===== config.mk =====
export PLATFORM = sky130hd
export DESIGN_NAME = cdb_arbiter
export DESIGN_NICKNAME = d
export VERILOG_FILES = /design/src/rtl/cdb_arbiter.sv
export SDC_FILE = /design/constraint.sdc
export NUM_CORES = 1
export LEC_CHECK = 0
export BUFFER_PORTS_ARGS = -buffer_cell sky130_fd_sc_hd__buf_4
export CORE_AREA = 4 4 106 108
export CTS_CLUSTER_DIAMETER = 40
export DETAILED_ROUTE_END_ITERATION = 10
export DIE_AREA = 0 0 110 112
export GPL_TIMING_DRIVEN = 0
export PLACE_DENSITY = 0.83
export SLEW_MARGIN = 25
export SYNTH_ARGS = -nofsm -noshare
export SYNTH_HDL_FRONTEND = slang
export SYNTH_HIERARCHICAL = 1
export SYNTH_SLANG_ARGS = --single-unit

===== constraint.sdc =====
create_clock -name clk -period 7 [get_ports clk]
set_clock_uncertainty 0.1 [all_clocks]
set_input_delay 0.7 -clock clk [delete_from_list [all_inputs] [get_ports clk]]
set_output_delay 0.7 -clock clk [all_outputs]
set_load 0.02 [all_outputs]

===== src/rtl/cdb_arbiter.sv =====
// Common Data Bus arbiter: one pending result slot per functional unit, round-robin
// selection among occupied slots, registered broadcast of the winner.

module cdb_slot #(
  parameter int DATA_W = 32,
  parameter int TAG_W  = 4
) (
  input  logic              clk,
  input  logic              rst_n,
  input  logic              load,
  input  logic              grant,
  input  logic [TAG_W-1:0]  tag_in,
  input  logic [DATA_W-1:0] data_in,
  output logic              v,
  output logic [TAG_W-1:0]  tag,
  output logic [DATA_W-1:0] data
);
  // A load takes priority over a grant: the old entry leaves on the bus while the new one lands.
  // Tag 0 means "no producer", so such a result is swallowed and the slot stays empty.
  always_ff @(posedge clk) begin
    if (!rst_n)     v <= 1'b0;
    else if (load)  v <= |tag_in;
    else if (grant) v <= 1'b0;
  end

  always_ff @(posedge clk) begin
    if (load) begin
      tag  <= tag_in;
      data <= data_in;
    end
  end
endmodule

module cdb_arbiter #(
  parameter int NUM_FU = 3,
  parameter int DATA_W = 32,
  parameter int TAG_W  = 4
) (
  input  logic                     clk,
  input  logic                     rst_n,
  input  logic [NUM_FU-1:0]        fu_valid,
  input  logic [NUM_FU*TAG_W-1:0]  fu_tag,
  input  logic [NUM_FU*DATA_W-1:0] fu_data,
  output logic [NUM_FU-1:0]        fu_ready,
  output logic                     cdb_valid,
  output logic [TAG_W-1:0]         cdb_tag,
  output logic [DATA_W-1:0]        cdb_data,
  output logic [1:0]               cdb_src
);
  localparam int PTR_W = $clog2(NUM_FU);

  logic [NUM_FU-1:0]             pend_v, grant, load;
  logic [NUM_FU-1:0][TAG_W-1:0]  pend_tag;
  logic [NUM_FU-1:0][DATA_W-1:0] pend_data;
  logic [PTR_W-1:0]              rr_ptr, gidx, idx;
  logic                          any_grant;
  int                            sum;

  assign fu_ready = {NUM_FU{rst_n}} & (~pend_v | grant);
  assign load     = fu_valid & fu_ready;

  for (genvar i = 0; i < NUM_FU; i++) begin : g_slot
    cdb_slot #(.DATA_W(DATA_W), .TAG_W(TAG_W)) u_slot (
      .clk     (clk),
      .rst_n   (rst_n),
      .load    (load[i]),
      .grant   (grant[i]),
      .tag_in  (fu_tag[i*TAG_W +: TAG_W]),
      .data_in (fu_data[i*DATA_W +: DATA_W]),
      .v       (pend_v[i]),
      .tag     (pend_tag[i]),
      .data    (pend_data[i])
    );
  end

  // Scan from rr_ptr with wrap; first occupied slot wins.
  always_comb begin
    grant     = '0;
    gidx      = '0;
    idx       = '0;
    sum       = 0;
    any_grant = 1'b0;
    for (int off = 0; off < NUM_FU; off++) begin
      sum = int'(rr_ptr) + off;
      if (sum >= NUM_FU) sum = sum - NUM_FU;
      idx = PTR_W'(sum);
      if (!any_grant && pend_v[idx]) begin
        any_grant   = 1'b1;
        grant[idx]  = 1'b1;
        gidx        = idx;
      end
    end
  end

  always_ff @(posedge clk) begin
    if (!rst_n) begin
      rr_ptr <= '0;
    end else if (any_grant) begin
      rr_ptr <= (gidx == PTR_W'(NUM_FU-1)) ? '0 : gidx + 1'b1;
    end
  end

  // Tag/data/src hold their last values on idle cycles.
  always_ff @(posedge clk) begin
    if (!rst_n) begin
      cdb_valid <= 1'b0;
      cdb_tag   <= '0;
      cdb_data  <= '0;
      cdb_src   <= '0;
    end else begin
      cdb_valid <= any_grant;
      if (any_grant) begin
        cdb_tag  <= pend_tag[gidx];
        cdb_data <= pend_data[gidx];
        cdb_src  <= 2'(gidx);
      end
    end
  end
endmodule

# == Word-level counts from Yosys, hierarchy flattened ==
# Cells that the tools add are included.
# classes
add_sub_neg,6
n_lt_le_gt_ge,10
eq_ne,1
n_mux,35
bitwise_logic,6
reduce_logical,13
# ops
operator,count
32-bit binary-select mux with 2-bit select,1
32-bit two-way mux,1
1-bit two-way mux,15
2-bit two-way mux,7
"2-bit by 3-bit less-than comparator with 1-bit output, second input constant",4
4-bit OR reduction,3
3-bit two-way mux,3
3-bit OR,3
4-bit binary-select mux with 2-bit select,1
3-bit bitwise AND,2
1-bit binary-select mux with 2-bit select,3
1-bit demux with 2-bit select,3
"2-bit by 1-bit >= comparator with 1-bit output, second input constant",3
"3-bit by 2-bit >= comparator with 1-bit output, second input constant",2
2-bit nonzero test,3
"2-bit subtractor, second input constant",3
1-bit logical AND,5
4-bit two-way mux,1
"2-bit by 1-bit adder with 3-bit output, second input constant",1
"2-bit by 2-bit adder with 3-bit output, second input constant",1
3-bit NOT,1
"2-bit by 1-bit adder with 2-bit output, second input constant",1
"2-bit equality test, second input constant",1
"2-bit >= comparator, second input constant",1
1-bit zero test,2
# totals
ff_bits,152
input_bits,113
output_inout_bits,42
elab_cells,85

# == Depth between registers and ports, before layout ==
# logic_depth
ltp_word,15
mapped_depth,12
ltp_nobuf,11

# == Hierarchy ==
# The synthesis kept the hierarchy.
# modules_own_cells
module,instances,cells_each,area_each_um2,seq_area_each_um2
cdb_slot,3,41,1129.8,1101.1
cdb_arbiter,1,246,2287.2,820.8

# == Worst setup path after synthesis ==
# OpenSTA, ideal clock, no wires.
# synth_timing
path_kind,flip-flop to flip-flop
from,reg rr_ptr[0]
to,reg g_slot[1].u_slot.v
setup_time_ns,0.077
arrival_ns,2.931
required_ns,6.823
path_slack_ns,3.891
path_stages_with_launch,12
path_buffers,1
synth_period_minus_slack_ns,3.109
cell_sequence,dfxtp_1 > inv_1 > ha_1 > buf_2 > nor4bb_1 > a311o_1 > nand3_1 > a31oi_1 > nand2b_1 > and3_1 > o21ai_0 > a21oi_1
# synth_between
elab_chain_len,15
word_cells_on_any_way,48
cone_classes,5 x add/sub; 9 x order compare; 21 x mux; 5 x bitwise; 8 x reduce/logical
# synth_rtl
item,line,source
from (decl),55,"logic [PTR_W-1:0] rr_ptr, gidx, idx;"
from (signal assigned),99,rr_ptr <= (gidx == PTR_W'(NUM_FU-1)) ? '0 : gidx + 1'b1;
2-bit by 1-bit adder with 3-bit output (tied with other cells),84,sum = int'(rr_ptr) + off;
3-bit by 2-bit >= comparator with 1-bit output (tied with other cells),85,if (sum >= NUM_FU) sum = sum - NUM_FU;
2-bit two-way mux (tied with other cells),85,
2-bit by 3-bit less-than comparator with 1-bit output (implied by the code) (tied with other cells),89,grant[idx] = 1'b1;
1-bit logical AND (implied by the code) (tied with other cells),89,
1-bit two-way mux (implied by the code) (tied with other cells),89,
1-bit demux with 2-bit select (tied with other cells),89,
3-bit OR (no source line) / 1-bit two-way mux (equally long branches),--,
3-bit two-way mux / 1-bit zero test (equally long branches),87,if (!any_grant && pend_v[idx]) begin
3-bit OR (no source line) / 1-bit logical AND (equally long branches),--,
3-bit two-way mux *,87,
via grant[1],52,"logic [NUM_FU-1:0] pend_v, grant, load;"
3-bit OR *,59,assign fu_ready = {NUM_FU{rst_n}} & (~pend_v | grant);
3-bit bitwise AND *,59,
3-bit bitwise AND *,60,assign load = fu_valid & fu_ready;
via load[1],52,
1-bit two-way mux / 2-bit nonzero test (equally long branches),--,
to (signal assigned),22,else if (load) v <= |tag_in;
to (decl),14,"output logic v,"
# Mark *: on every way through the listed nets, which the timed path passes. The rest lies on a longest branch. The select of a mux whose other input is x is not followed.
# A chain may end at the register's enable or synchronous reset.

# == Worst setup path after layout ==
# layout_timing
from,reg rr_ptr[0]
to,out fu_ready[1]
# layout_between
elab_chain_len,13
word_cells_on_any_way,45
cone_classes,5 x add/sub; 9 x order compare; 20 x mux; 4 x bitwise; 7 x reduce/logical
# layout_rtl
item,line,source
2-bit by 1-bit adder with 3-bit output (tied with other cells),84,
3-bit by 2-bit >= comparator with 1-bit output (tied with other cells),85,
2-bit two-way mux (tied with other cells),85,
2-bit by 3-bit less-than comparator with 1-bit output (implied by the code) (tied with other cells),89,
1-bit logical AND (implied by the code) (tied with other cells),89,
1-bit two-way mux (implied by the code) (tied with other cells),89,
1-bit demux with 2-bit select (tied with other cells),89,
3-bit OR (no source line) / 1-bit two-way mux (equally long branches),--,
3-bit two-way mux / 1-bit zero test (equally long branches),87,
3-bit OR (no source line) / 1-bit logical AND (equally long branches),--,
3-bit two-way mux *,87,
via grant[1],52,
3-bit OR *,59,
3-bit bitwise AND *,59,
to (decl),44,"output logic [NUM_FU-1:0] fu_ready,"
# Marks and branches as above.

==> impl_results.md <==
- Slew @ Worst Pin: 0.488 ns
- Worst-path maximum fanout: 10
- CTS tree: built
- Cts hold-fix bufs: 0
- WP data arrival: 2.66 ns
- # IOs: 155
- Leakage power: 2.91 nW
- Ant. Diodes: 0
- Max_slew headroom: 67.4%
- Max-slew violations: 0
- Max Buffers Root-to-Sink: 2
- EDFF count, synth: 108
- GRT Total Usage: 22.6%
- Synth Warn #: 6
- First-pass GRT wire length: 20.6 mm
- Final hold violations: 0
- Setup repair bufs after CTS: 0
- Cell variety after synth: 34
- Seq/Total Area, Yosys: 72.6%
- Syn Nets: 486
- Post-DRT Antenna Nets: 0
- Clk slew on worst S/H paths: 0.06 ns
- Area contributors post-synth: edfxtp_1, dfxtp_1, mux2i_1
- Worst-Skew Late Latency: 0.53 ns
- Yosys top cell area share: 57.1%
- Commonest cells after routing, fill and taps aside: buf_4, edfxtp_1, dfxtp_1, mux2i_1
- Starting Density: 55.5%
- PwrDens: 382 nW/um^2
- Switching Share: 30.4%
- H-tree levels: 4
- Flop-to-flop setup slack: 4.00 ns
- Cell count after synthesis: 369
- Slowest cell on crit path: dfxtp_1
- RSZ-0062 raised after global routing: false
- Part of the power in the clock network: 31.5%
- Via Count: 3794
- RD Place Congestion: 0.807
- Initial DRT Pass Iterations: 5
- Max_cap viols: 0
- Share of layout cells above drive strength 1: 37.6%
- Final instance area: 7670 sq um
- Critical path class: reg -> out
- Area grow syn2layout: 35.1%
- Initial antenna violation count: 0
- Cts bufs inserted: 17
- FILL cells: 621
- Final setup TNS: 0 ns
- Cell Int Power: 2.04 mW
- Final Critical Period: 3.46 ns
- Final setup viols: 0
- Fin crit share: 49.4%
- DP HPWL: 9.15 mm
- Largest net degree at the start of global routing: 29
- Peak supply drop: 0.255 mV
- Asr flop ratio synth: 0%
- PortBufs: 154
- Hold WC Path Type: in -> reg
- Net Switching: 0.889 mW
- Final net count: 662
- DRT Wirelength: 13.4 mm
- Wirelength per Cell: 19.3 microns
- Die width: 110 microns
- Die height: 112 microns
- DRC viols: 0
- Post-DP Area: 7070 sq um
- Hold path endpoint: g_slot[2].u_slot/data[0]$_DFFE_PP_
- Area leader, netlist: edfxtp_1
- Routed vias/inst: 5.47
- Commonest non-fill, non-tap cell in the layout: buf_4
- Gate power share: 27.5%
- Cell Area, Synth: 5680 sq um
- Resized Gates After CTS: 0
- Crit Reg-Reg Startpoint: rr_ptr[0]$_SDFFE_PN0P_
- Hold Path Stages: 1
- Reg2Reg Depth: 10
- CP Capture Type: output port
- Syn_area_per_cell: 15.4 sq um
- Root Buffer: clkbuf_8
- Register bit total from synthesis: 152
- Row count: 37
- Vias in the first global route: 4000
- Run status: finished clean
- Sequential power share: 41.0%
- Worst-path cell chain: inv_1 -> ha_1 -> buf_2 -> nor4bb_1 -> a311o_1 -> nand3_1 -> a31oi_1 -> nand2b_1 -> and2_1 -> buf_4
- Worst EP required: 6.20 ns
- CP max stage delay: 0.38 ns
- Tot Pwr: 2.93 mW
- Prevailing post-synth register cell: edfxtp_1
- Die area: 12300 sq um
- HP Start: fu_data[64]
- CP Launch Type: flop
- Floorplan Core Area: 10200 sq um
- Fmax: 289 MHz
- DR iter-0 viols: 347
- Total clock sinks: 152
- GRT Residual Overflow: 0
- R2r endpoint: g_slot[1].u_slot/data[15]$_DFFE_PP_
-- metal layers --
| layer | share of wire (%) | vias up | global-route usage [%] | wire length, microns |
|---|---|---|---|---|
| met4 | 1.9 | 0 | 8.65 | 257 |
| met2 | 53 | 157 | 38.2 | 7060 |
| li1 | - | 1782 | - | - |
| met3 | 6.6 | 22 | 6.32 | 889 |
| met5 | 0 | - | 0 | 0 |
| met1 | 39 | 1833 | 27.3 | 5200 |
-- synthesized netlist by cell type, types with 3 or more instances --
library cell / count
edfxtp_1: 108
dfxtp_1: 44
mux2i_1: 38
a22oi_1: 36
o21ai_1: 36
a21oi_1: 12
nor2b_1: 10
buf_2: 9
o21ai_0: 8
nand2b_1: 7
and2_1: 5
nand2_1: 5
nor2_1: 5
buf_6: 4
clkbuf_1: 4
ha_1: 4
inv_1: 4
nor4_2: 3
nor4bb_1: 3
o21a_1: 3
o31ai_1: 3
-- cells by family after synthesis --
| family | count (synthesis) | synth area share [%] |
|---|---|---|
| AO/OA/AOI/OAI | 105 | 11.9 |
| adder cells (fa/ha/maj) | 4 | 0.882 |
| multiplexers | 38 | 6.70 |
| buffers and inverters | 23 | 2.38 |
| AND/OR/NAND/NOR | 47 | 5.53 |
| flip-flops | 152 | 72.6 |
-- layout make-up --
type	instances	area (sq um)	area share, %
flip-flops and latches	152	4120	53.8
multi-input cells	194	1420	18.5
repair buffers	157	1220	15.9
clock buffers	19	422	5.50
clock inverters	13	179	2.33
well taps	136	170	2.22
plain buffers	19	120	1.57
inverters	4	15.0	0.196
-- power groups by stage --
stage | Sequential, mW | Clock, mW | Combinational, mW
after detailed placement | 1.21 | 0 | 0.804
after floorplan | 1.31 | 0 | 0.376
final | 1.20 | 0.921 | 0.806
after global routing | 1.21 | 0.973 | 0.870
after global placement | 1.21 | 0 | 0.774
after CTS | 1.20 | 0.931 | 0.814
-- state kept, by name, indices dropped and copies added, names as in the netlist --
register	flops
rr_ptr	2
g_slot.u_slot/v	3
cdb_src	2
cdb_valid	1
g_slot.u_slot/tag	12
cdb_tag	4
cdb_data	32
g_slot.u_slot/data	96
-- worst max-delay path: cells and delay by family (launching register included) --
family          cells  cell delay [ns]
compound gates      2             0.39
flops               1             0.38
simple gates        4             0.66
buf+inv             3             0.42
fa+ha+maj           1             0.28
-- worst max-delay path by stage --
stage	startpoint	end	depth (start not counted)	slack, ns
CTS	rr_ptr[1]$_SDFFE_PN0P_	fu_ready[1]	10	3.53
global route	rr_ptr[0]$_SDFFE_PN0P_	fu_ready[1]	10	3.34
finish	rr_ptr[0]$_SDFFE_PN0P_	fu_ready[1]	10	3.54
detailed placement	rr_ptr[0]$_SDFFE_PN0P_	g_slot[1].u_slot/data[14]$_DFFE_PP_	10	4.03
floorplan	rr_ptr[0]$_SDFFE_PN0P_	g_slot[1].u_slot/v$_SDFFE_PN0P_	11	3.89
global placement	rr_ptr[0]$_SDFFE_PN0P_	g_slot[1].u_slot/v$_SDFFE_PN0P_	11	3.16
-- per-stage QoR --
stage / util [%] / std cells / hold WS [ns] / worst slack [ns]
finish: 74.9 / 694 / 0.245 / 3.54
global route: 74.9 / 694 / 0.217 / 3.34
CTS: 74.9 / 694 / 0.223 / 3.53
detailed placement: 69.1 / 662 / 0.375 / 4.03
global placement: 68.4 / 659 / 0.367 / 3.16
floorplan: - / 369 / 0.360 / 3.89
Power figures use the tool's default switching activity.
